===== src/rtl/pc_sequencer.sv =====
`default_nettype none
// ============================================================================
// Module      : pc_sequencer
// Description : Next-PC controller for the OTTER pipeline. Each cycle it
//               decides whether the PC register is written and with what
//               value: boot vector, sequential +4, branch/jump redirect,
//               mret return or interrupt vector. Runs the two-cycle
//               interrupt entry (save mepc, then jump to mtvec), issues the
//               pipeline flush and flags instruction-memory timeouts.
// Ports       : pc_clk, pc_rst (async, active-high)
//               pc_cur, stall, imem_ready          - fetch-side status
//               redirect, redirect_tgt, mret, mepc  - EX-stage / CSR inputs
//               intr_req, mie, mtvec                - interrupt inputs
//               pc_write, pc_din                    - PC register control
//               flush, mepc_we, mepc_wdata          - pipeline / CSR control
//               intr_ack, mie_clr, fetch_err        - status outputs
// Revision    : 1.0 - initial release
// ============================================================================
module pc_sequencer #(
    parameter logic [31:0] RESET_VEC   = 32'h0000_0000,
    parameter int          MEM_TIMEOUT = 16
) (
    input  wire logic        pc_clk,
    input  wire logic        pc_rst,
    input  wire logic [31:0] pc_cur,
    input  wire logic        stall,
    input  wire logic        imem_ready,
    input  wire logic        redirect,
    input  wire logic [31:0] redirect_tgt,
    input  wire logic        mret,
    input  wire logic [31:0] mepc,
    input  wire logic        intr_req,
    input  wire logic        mie,
    input  wire logic [31:0] mtvec,
    output logic             pc_write,
    output logic [31:0]      pc_din,
    output logic             flush,
    output logic             mepc_we,
    output logic [31:0]      mepc_wdata,
    output logic             intr_ack,
    output logic             mie_clr,
    output logic             fetch_err
);

    typedef enum logic [1:0] {
        ST_BOOT = 2'd0,
        ST_RUN  = 2'd1,
        ST_TRAP = 2'd2,
        ST_WAIT = 2'd3
    } state_t;

    localparam logic [31:0] C_RESET_VEC = {RESET_VEC[31:2], 2'b00};
    localparam logic [7:0]  C_TIMEOUT   = 8'(MEM_TIMEOUT);

    state_t      r_state;
    state_t      w_state_next;
    logic [7:0]  r_cnt;
    logic [7:0]  w_cnt_next;
    logic [7:0]  w_cnt_inc;
    logic        r_fetch_err;

    logic [31:0] w_pc_aligned;
    logic [31:0] w_pc_seq;
    logic [31:0] w_redir_pc;
    logic [31:0] w_mret_pc;
    logic [31:0] w_trap_pc;
    logic        w_unused_bits;

    // All redirect targets are forced word-aligned; the 32-bit add wraps
    // naturally from 32'hFFFF_FFFC to 32'h0000_0000.
    assign w_pc_aligned  = {pc_cur[31:2], 2'b00};
    assign w_pc_seq      = w_pc_aligned + 32'd4;
    assign w_redir_pc    = {redirect_tgt[31:2], 2'b00};
    assign w_mret_pc     = {mepc[31:2], 2'b00};
    assign w_trap_pc     = {mtvec[31:2], 2'b00};
    assign w_cnt_inc     = (r_cnt == 8'hFF) ? r_cnt : r_cnt + 8'd1;
    assign w_unused_bits = ^{redirect_tgt[1:0], mepc[1:0], mtvec[1:0]};

    always_comb begin
        w_state_next = r_state;
        w_cnt_next   = r_cnt;
        pc_write     = 1'b0;
        pc_din       = w_pc_aligned;
        flush        = 1'b0;
        mepc_we      = 1'b0;
        mepc_wdata   = 32'h0000_0000;
        intr_ack     = 1'b0;
        mie_clr      = 1'b0;

        case (r_state)
            ST_BOOT: begin
                pc_write     = 1'b1;
                pc_din       = C_RESET_VEC;
                flush        = 1'b1;
                w_cnt_next   = 8'd0;
                w_state_next = ST_RUN;
            end
            ST_RUN: begin
                if (redirect) begin
                    pc_write = 1'b1;
                    pc_din   = w_redir_pc;
                    flush    = 1'b1;
                end else if (mret) begin
                    pc_write = 1'b1;
                    pc_din   = w_mret_pc;
                    flush    = 1'b1;
                end else if (intr_req && mie && !stall) begin
                    // First half of interrupt entry: save the PC, hold it.
                    mepc_we      = 1'b1;
                    mepc_wdata   = pc_cur;
                    flush        = 1'b1;
                    w_state_next = ST_TRAP;
                end else if (stall) begin
                    pc_din = w_pc_aligned;
                end else if (!imem_ready) begin
                    w_cnt_next   = 8'd1;
                    w_state_next = ST_WAIT;
                end else begin
                    pc_write = 1'b1;
                    pc_din   = w_pc_seq;
                end
            end
            ST_TRAP: begin
                // A redirect arriving here wins; the still-pending interrupt
                // is simply re-evaluated once back in RUN.
                if (redirect) begin
                    pc_write = 1'b1;
                    pc_din   = w_redir_pc;
                    flush    = 1'b1;
                end else begin
                    pc_write = 1'b1;
                    pc_din   = w_trap_pc;
                    intr_ack = 1'b1;
                    mie_clr  = 1'b1;
                    flush    = 1'b1;
                end
                w_state_next = ST_RUN;
            end
            ST_WAIT: begin
                w_cnt_next = w_cnt_inc;
                if (redirect) begin
                    pc_write     = 1'b1;
                    pc_din       = w_redir_pc;
                    flush        = 1'b1;
                    w_cnt_next   = 8'd0;
                    w_state_next = ST_RUN;
                end else if (imem_ready && !stall) begin
                    pc_write     = 1'b1;
                    pc_din       = w_pc_seq;
                    w_cnt_next   = 8'd0;
                    w_state_next = ST_RUN;
                end
            end
            default: begin
                w_cnt_next   = 8'd0;
                w_state_next = ST_BOOT;
            end
        endcase

        // Outputs return to their reset values the moment reset asserts,
        // not at the next edge, so a trap in flight never acknowledges.
        if (pc_rst) begin
            pc_write   = 1'b0;
            pc_din     = C_RESET_VEC;
            flush      = 1'b0;
            mepc_we    = 1'b0;
            mepc_wdata = 32'h0000_0000;
            intr_ack   = 1'b0;
            mie_clr    = 1'b0;
        end
    end

    always_ff @(posedge pc_clk or posedge pc_rst) begin
        if (pc_rst) begin
            r_state     <= ST_BOOT;
            r_cnt       <= 8'd0;
            r_fetch_err <= 1'b0;
        end else begin
            r_state <= w_state_next;
            r_cnt   <= w_cnt_next;
            // Sticky: set on the edge where the count reaches the limit.
            if (w_cnt_next >= C_TIMEOUT)
                r_fetch_err <= 1'b1;
        end
    end

    assign fetch_err = r_fetch_err;

endmodule
`default_nettype wire


===== config.mk =====
export PLATFORM = sky130hd
export DESIGN_NAME = pc_sequencer
export DESIGN_NICKNAME = d
export VERILOG_FILES = /design/src/rtl/pc_sequencer.sv
export SDC_FILE = /design/constraint.sdc
export NUM_CORES = 1
export LEC_CHECK = 0
export CAP_MARGIN = 20
export CORE_AREA = 2 2 93 95
export DETAILED_ROUTE_END_ITERATION = 10
export DIE_AREA = 0 0 95 97
export PLACE_DENSITY = 0.87
export SYNTH_ARGS = -nofsm -noshare
export SYNTH_HDL_FRONTEND = slang
export SYNTH_SLANG_ARGS = --single-unit

===== constraint.sdc =====
create_clock -name pc_clk -period 7.95 [get_ports pc_clk]
set_input_delay 1.9875 -clock pc_clk [delete_from_list [all_inputs] [get_ports pc_clk]]
set_output_delay 1.9875 -clock pc_clk [all_outputs]
set_load 0.05 [all_outputs]

Word level (Yosys, flattened, before mapping)
Index checks and enable logic that the tools add are counted.
- equality and inequality tests: 9
- multiplexer cells: 54
- reduce and logical (&&, ||, !) cells: 7
- order comparisons: 1
- $add $sub $neg: 2
- operators by type and width (operator ; number):
    32-bit 2-to-1 mux ; 14
    32-bit case mux with 4 select lines ; 1
    8-bit 2-to-1 mux ; 8
    32-bit by 3-bit adder with 32-bit output, second input constant ; 1
    8-bit case mux with 3 select lines ; 1
    1-bit 2-to-1 mux ; 20
    2-bit 2-to-1 mux ; 7
    3-bit inequality test, second input constant ; 3
    8-bit by 1-bit adder with 8-bit output, second input constant ; 1
    8-bit equality test, second input constant ; 1
    8-bit by 5-bit >= comparator with 1-bit output, second input constant ; 1
    1-bit case mux with 3 select lines ; 2
    2-bit case mux with 3 select lines ; 1
    5-bit AND reduction ; 1
    2-bit equality test, second input constant ; 2
    2-bit inequality test, second input constant ; 2
    1-bit logical AND ; 3
    2-bit by 1-bit equality test with 1-bit output, second input constant ; 1
    2-bit zero test ; 1
    2-bit OR reduction ; 1
    1-bit zero test ; 1
- output and inout port bits: 70
- register bits after elaboration: 11
- logic and storage cells: 76
- input port bits: 136

Depth between registers and ports, before layout
Gate-level depths: netlist of run 1.
- depth in word-level cells: 8
- gate-level depth with buffers: 8
- mapped depth without buffers: 7

Worst setup path after synthesis of run 1
OpenSTA, ideal clock, no wires.
- kind: input-to-output
- start point: in pc_cur[2]
- end point: out pc_din[20]
- stages: 8
- path buffers: 1
- required time: 5963 ps
- path slack: 439 ps
- arrival time: 5524 ps
- path through: ha_1 > nand3_1 > buf_2 > nor2_1 > nand3_1 > a211oi_1 > a211oi_1 > a2111oi_0
- word-level cells in the longest chain between the ends: 8
- elaborated cells between the ends (all ways): 10
- classes of those cells: 1 x add/sub; 9 x mux
- RTL lines (what ; RTL line ; text):
    from (decl) ; 25 ; input wire logic [31:0] pc_cur,
    32-bit by 3-bit adder with 32-bit output * ; 72 ; assign w_pc_seq = w_pc_aligned + 32'd4;
    32-bit 2-to-1 mux ; 115 ; end else if (!imem_ready) begin
    32-bit 2-to-1 mux ; 113 ; end else if (stall) begin
    32-bit 2-to-1 mux ; 107 ; end else if (intr_req && mie && !stall) begin
    32-bit 2-to-1 mux ; 103 ; end else if (mret) begin
    32-bit 2-to-1 mux ; 99 ; if (redirect) begin
    32-bit case mux with 4 select lines * ; 90 ; case (r_state)
    32-bit 2-to-1 mux * ; 162 ; if (pc_rst) begin
    to (decl) ; 36 ; output logic [31:0] pc_din,
Every way passes the cells marked *; elsewhere a longest branch is shown, timed or not.

Worst setup path after layout of run 1
- start point: in pc_cur[2]
- end point: out pc_din[30]
The elaborated chain is that of the path after synthesis.

==> parameters.txt, run 1 <==
Parameter                              Value

Status
  Outcome ... finished, final reports clean

Synthesis
  Library cell with the highest instance count after synthesis ... nor2_1
  Top cells by count, synth ... nor2_1, nand2_1, xnor2_1
  Syn Area/Cell ... 6.242 um^2
  Synth Instances ... 531
  Area share of the largest cell type after synthesis ... 10.31%
  Fraction of the mapped netlist area in compound gates ... 28.65%
  Post-synthesis register bit count ... 11
  Combinational family with the most area after synthesis ... simple AND/OR/NAND/NOR gates
  Fraction of synthesis flops using an asynchronous set or reset pin ... 100.0%
  Post-synth EDFFs ... 0
  Number of synthesis warnings ... 0
  Number of distinct library cell variants in the gate-level netlist after synthesis ... 65
  Leading register cell type out of synthesis ... dfrtp_1
  XOR/XNOR share of the synthesized area ... 13.48%
  Mux share of post-synthesis cell area ... 0.9815%
  Simple-gate share of the synthesized area ... 40.66%
  Share of the yosys chip area belonging to registers ... 8.305%
  Largest area contributor in the synthesized netlist ... xnor2_1
  Adder and majority cell fraction of the synthesized area ... 0.7550%
  Cells taking the most area after synthesis ... xnor2_1, nor2_1, dfrtp_1, and2_1, o221ai_1
  Synthesized area ... 3314 um^2

Power and ir drop
  Switching Fraction ... 46.14%
  Clock Power Share ... 13.9%
  Cell-internal power ... 0.2307 mW
  Logic gate share of total power ... 70.0%
  Power per Cell Area ... 74.84 nW/um^2
  Switch Pwr ... 0.1976 mW
  Max rail drop VDD ... 50.50 uV
  LEAKAGE ... 2.115 nW
  Share of total power in sequential cells ... 16.1%

Worst setup path
  CP startpoint kind ... input port
  Required time reported for the critical path endpoint ... 5.96 ns
  Register-to-register setup slack ... 4.99 ns
  Worst r2r src ... r_state[0]
  Reg2reg path depth ... 6
  Timing startpoint of the critical path ... pc_cur[2]
  Nature of the critical path endpoint ... primary output
  Critical path type ... in2out
  Worst Path Arrival ... 5.29 ns
  Biggest fanout along the worst timing path ... 8
  End of the worst register-to-register path ... fetch_err

Floorplan
  Chip Height ... 97 um
  Full die area ... 9215 um^2
  Total I/O pin count ... 206
  Horizontal extent of the die ... 95 um
  Standard cell core area ... 8134 um^2
  Initial Utilization ... 40.75%
  Row Count ... 33

Timing
  Count of final setup violators ... 0
  RSZ-0062 raised after global routing ... no
  Final number of hold-violating endpoints ... 0
  Setup TNS after final layout ... 0 ns
  Slew Viols, Final ... 0
  Post-route fraction of the period consumed by the critical path ... 91.58%
  Relative slew slack ... 40.01%
  Min Clock Period, post-route ... 7.280 ns
  Hold slack ... 0.5062 ns
  Slew @ Worst Pin ... 0.8998 ns
  Maximum achievable frequency ... 0.1374 GHz
  Clk_skew ... 0.001779 ns
  Final worst slack ... 0.6697 ns

CTS
  Number of buffers added for setup after CTS ... 0
  CTS tree ... built
  Clock network latency to the later pin of the worst-skew pair ... 0.25 ns
  Number of gates resized after cts ... 0
  Clock input transition at the sequential cells of the worst setup and hold paths ... 0.05 ns
  Clock buffers created by TritonCTS ... 3
  Count of clock tree sinks ... 11
  CTS Root Cell ... clkbuf_8
  Level count of the clock H-tree ... 1
  Hold-fix buffer count after cts ... 0
  Buffer levels on the longest clock path ... 2

Place
  DPL Wire Length ... 12100 um
  Routability cong. ... 0.9365
  Post-Place Worst Slack ... 0.7237 ns
  Count of buffers inserted at the top-level ports ... 197
  Total placed cells including tap cells ... 801

Min path
  Cell depth of the worst min-delay path ... 2
  Sink of the worst hold path ... fetch_err
  Worst hold path type ... reg2reg
  Worst Min Path Start ... fetch_err

Global route
  First-pass GRT wire length ... 24020 um
  Largest net degree at the start of global routing ... 31
  Number of antenna violations at the first check in global routing ... 0
  Overall track demand over capacity in global routing ... 32.14%
  Vias in the first global route ... 4999
  Overflow after GRT ... 0

Routing
  Number of detailed-route iterations in the first pass ... 6
  Number of DRC markers after the initial detailed-route iteration ... 470
  Vias after detailed routing ... 5087
  Final antenna-violating net count ... 0
  WL final ... 15580 um
  Detailed-route vias per instance ... 6.319
  Detailed-route DRC error count ... 0
  WL/cell ... 19.35 um

Flow run
  Max-cap violation count ... 0

Cells and area
  ANT cells ... 0
  Share of post-route cells with drive strength above 1 ... 10.86%
  Net count, final ... 839
  Utilization after layout ... 70.34%
  Final std cells w/o fill ... 805
  Layout overhead on the synthesized area ... 72.63%
  Filler cell count ... 659
cell type report:
class                      count  area (um^2)  area share [%]
multi-input combinational    464         2809           49.09
timing repair buffer         212         2427           42.42
sequential                    11        275.3           4.811
tap                          105        131.4           2.296
clock buffer                   4        45.04          0.7872
inverter                       9        33.78          0.5904
power by group through the flow:
stage	combinational [mW]	sequential (mW)	clock, mW
2_1_floorplan	0.158	0.0652	0
3_3_place_gp	0.289	0.0687	0
3_5_place_dp	0.295	0.0693	0
4_1_cts	0.296	0.0684	0.0587
5_1_grt	0.316	0.0698	0.0617
6_report	0.300	0.0688	0.0597
worst max-delay path by stage:
stage | endpoint | depth (start not counted)
floorplan | pc_din[20] | 8
global placement | pc_din[30] | 9
detailed placement | pc_din[30] | 9
CTS | pc_din[30] | 9
global route | pc_din[12] | 9
finish | pc_din[30] | 9
metal layers:
metal | vias up | routed length, um | GRT usage [%]
li1 | 2269 | - | -
met1 | 2341 | 5569 | 36.90
met2 | 399 | 7406 | 54.94
met3 | 78 | 1947 | 7.710
met4 | 0 | 655 | 15.38
met5 | - | 0 | 0
per-stage QoR:
step	power, mW	cell area (um^2)
CTS	0.4231	5722
detailed placement	0.3641	5677
global placement	0.3581	5677
global route	0.4471	5722
floorplan	0.2233	3318
finish	0.4282	5722
flip-flops by register name (all words and copies together), names as in the netlist:
name       count
r_cnt          8
r_state        2
fetch_err      1
layout by cell type, fill, tap and decap left out, types with 26 or more instances in the layout:
cell type	synthesis	final
clkdlybuf4s50_1	0	149
nor2_1	83	83
nand2_1	47	47
xnor2_1	39	39
o21ai_0	37	37
buf_12	0	37
nand3_1	32	32
and2_1	32	32
a21oi_1	27	27
buf_4	3	26
critical path: stages:
cell             delay, ns
clkdlybuf4s50_1       0.68
ha_1                  0.26
nand3_1               0.27
nor4_4                0.55
nand3_1               0.18
xnor2_1               0.27
a21oi_1               0.12
o22ai_1               0.15
clkdlybuf4s50_1       0.83
cell families (layout without fill, tap and decap cells):
logic type | after synthesis | count (layout)
buffers and inverters | 57 | 225
and+or+nand+nor | 265 | 265
muxes | 3 | 3
xor gates and xnor gates | 51 | 51
DFF | 11 | 11
other | 1 | 2
adders and majority gates | 2 | 2
AOI/OAI and AO/OA | 141 | 141
Note: power is estimated with default switching activity, not from simulation.
==> run 2, diff against run 1 <==
CORE_AREA = 2 2 104 86   (was 2 2 93 95)
DIE_AREA = 0 0 106 88   (was 0 0 95 97)
PLACE_DENSITY = 0.86   (was 0.87)
==> parameters.txt, run 2 (synthesis results as in run 1) <==
Parameter                              Value

Status
  Outcome ... finished, final reports clean

Routing
  Detailed-route DRC error count ... 0
  Detailed-route vias per instance ... 5.975
  Number of DRC markers after the initial detailed-route iteration ... 349
  Number of detailed-route iterations in the first pass ... 7
  WL final ... 14650 um
  Final antenna-violating net count ... 0
  Vias after detailed routing ... 4876
  WL/cell ... 17.95 um

Timing
  Maximum achievable frequency ... 0.1381 GHz
  Final worst slack ... 0.7084 ns
  Clk_skew ... 0.0008918 ns
  RSZ-0062 raised after global routing ... no
  Slew @ Worst Pin ... 0.8998 ns
  Min Clock Period, post-route ... 7.242 ns
  Slew Viols, Final ... 0
  Hold slack ... 0.4897 ns
  Setup TNS after final layout ... 0 ns
  Final number of hold-violating endpoints ... 0
  Relative slew slack ... 40.01%
  Count of final setup violators ... 0
  Post-route fraction of the period consumed by the critical path ... 91.09%

Global route
  Overall track demand over capacity in global routing ... 30.26%
  Largest net degree at the start of global routing ... 37
  Overflow after GRT ... 0
  First-pass GRT wire length ... 23020 um
  Number of antenna violations at the first check in global routing ... 0
  Vias in the first global route ... 4732

Place
  Count of buffers inserted at the top-level ports ... 197
  Post-Place Worst Slack ... 0.7456 ns
  Placement Cell Area ... 5413 um^2
  DPL Wire Length ... 11470 um
  Routability cong. ... 0.9534
  Total placed cells including tap cells ... 812

Floorplan
  Row Count ... 30
  Horizontal extent of the die ... 106 um
  Total I/O pin count ... 206
  Standard cell core area ... 8295 um^2
  Chip Height ... 88 um
  Full die area ... 9328 um^2
  Initial Utilization ... 39.95%

Cells and area
  Net count, final ... 843
  Summed area of non-filler cells in the final layout ... 5459 um^2
  Most common cell after layout, fill and taps aside ... clkdlybuf4s50_1
  Layout overhead on the synthesized area ... 64.70%
  Register with the highest flop count ... r_cnt
  Utilization after layout ... 65.81%
  Share of post-route cells with drive strength above 1 ... 6.960%
  Commonest cells after routing, fill and taps aside ... clkdlybuf4s50_1, nor2_1, nand2_1
  Largest register FFs ... 8
  ANT cells ... 0
  Final std cells w/o fill ... 816

Power and ir drop
  LEAKAGE ... 1.985 nW
  Max rail drop VDD ... 60.04 uV
  Power per Cell Area ... 77.07 nW/um^2
  Overall power consumption ... 0.4207 mW

Worst setup path
  Critical path type ... in2out
  Biggest fanout along the worst timing path ... 11
  Worst Path Arrival ... 5.25 ns
  Nature of the critical path endpoint ... primary output
  CP startpoint kind ... input port
  Required time reported for the critical path endpoint ... 5.96 ns

CTS
  Count of clock tree sinks ... 11
  CTS tree ... built
  Number of gates resized after cts ... 0
  Clock network latency to the later pin of the worst-skew pair ... 0.23 ns
  Clock buffers created by TritonCTS ... 3
  Hold-fix buffer count after cts ... 0
  Clock input transition at the sequential cells of the worst setup and hold paths ... 0.05 ns
  Level count of the clock H-tree ... 1
  CTS Root Cell ... clkbuf_8
  Buffer levels on the longest clock path ... 2
  Number of buffers added for setup after CTS ... 0

Flow run
  Max-cap violation count ... 0

Min path
  Worst hold path type ... reg2reg
[run 2: layout make-up]
type                    instances  area (um^2)
clock buffers                   3        41.29
clock inverters                 1        5.005
fillers                       732         2836
inverters                       9        33.78
multi-input cells             464         2811
flip-flops and latches         11        275.3
well taps                     112        140.1
repair buffers                216         2152
[run 2: worst paths after layout]
| check | endpoint | slack [ns] | start | cells after the start |
|---|---|---|---|---|
| hold / removal | fetch_err | 0.49 | fetch_err | 2 |
| setup / recovery | pc_din[30] | 0.71 | pc_cur[2] | 10 |
| max in group asynchronous | r_state[1] | 5.34 | pc_rst | 4 |
| setup reg to reg | fetch_err | 5.09 | r_state[0] | 6 |
| min in group asynchronous | fetch_err | 2.19 | pc_rst | 3 |
| hold reg to reg | fetch_err | 0.49 | fetch_err | 2 |
[run 2: power breakdown]
part | switching (mW) | internal (mW)
Combinational | 0.163 | 0.134
Clock | 0.0208 | 0.0344
Sequential | 0.00800 | 0.0605
Total | 0.192 | 0.229
[run 2: metal layers]
layer / GRT usage, % / wire length [um] / vias up
met1: 36.46 / 5811 / 2266
li1: - / - / 2276
met5: 0 / 0 / -
met3: 4.985 / 1450 / 35
met2: 54.78 / 7023 / 299
met4: 11.24 / 363 / 0
[run 2: critical path, stage by stage]
cell and delay (ns):
clkdlybuf4s50_1 0.68, ha_1 0.26, nand3_1 0.10, buf_4 0.21
nor4_4 0.49, nand4_1 0.17, xor2_1 0.18, o21a_1 0.17
o22ai_1 0.17, clkdlybuf4s50_1 0.83
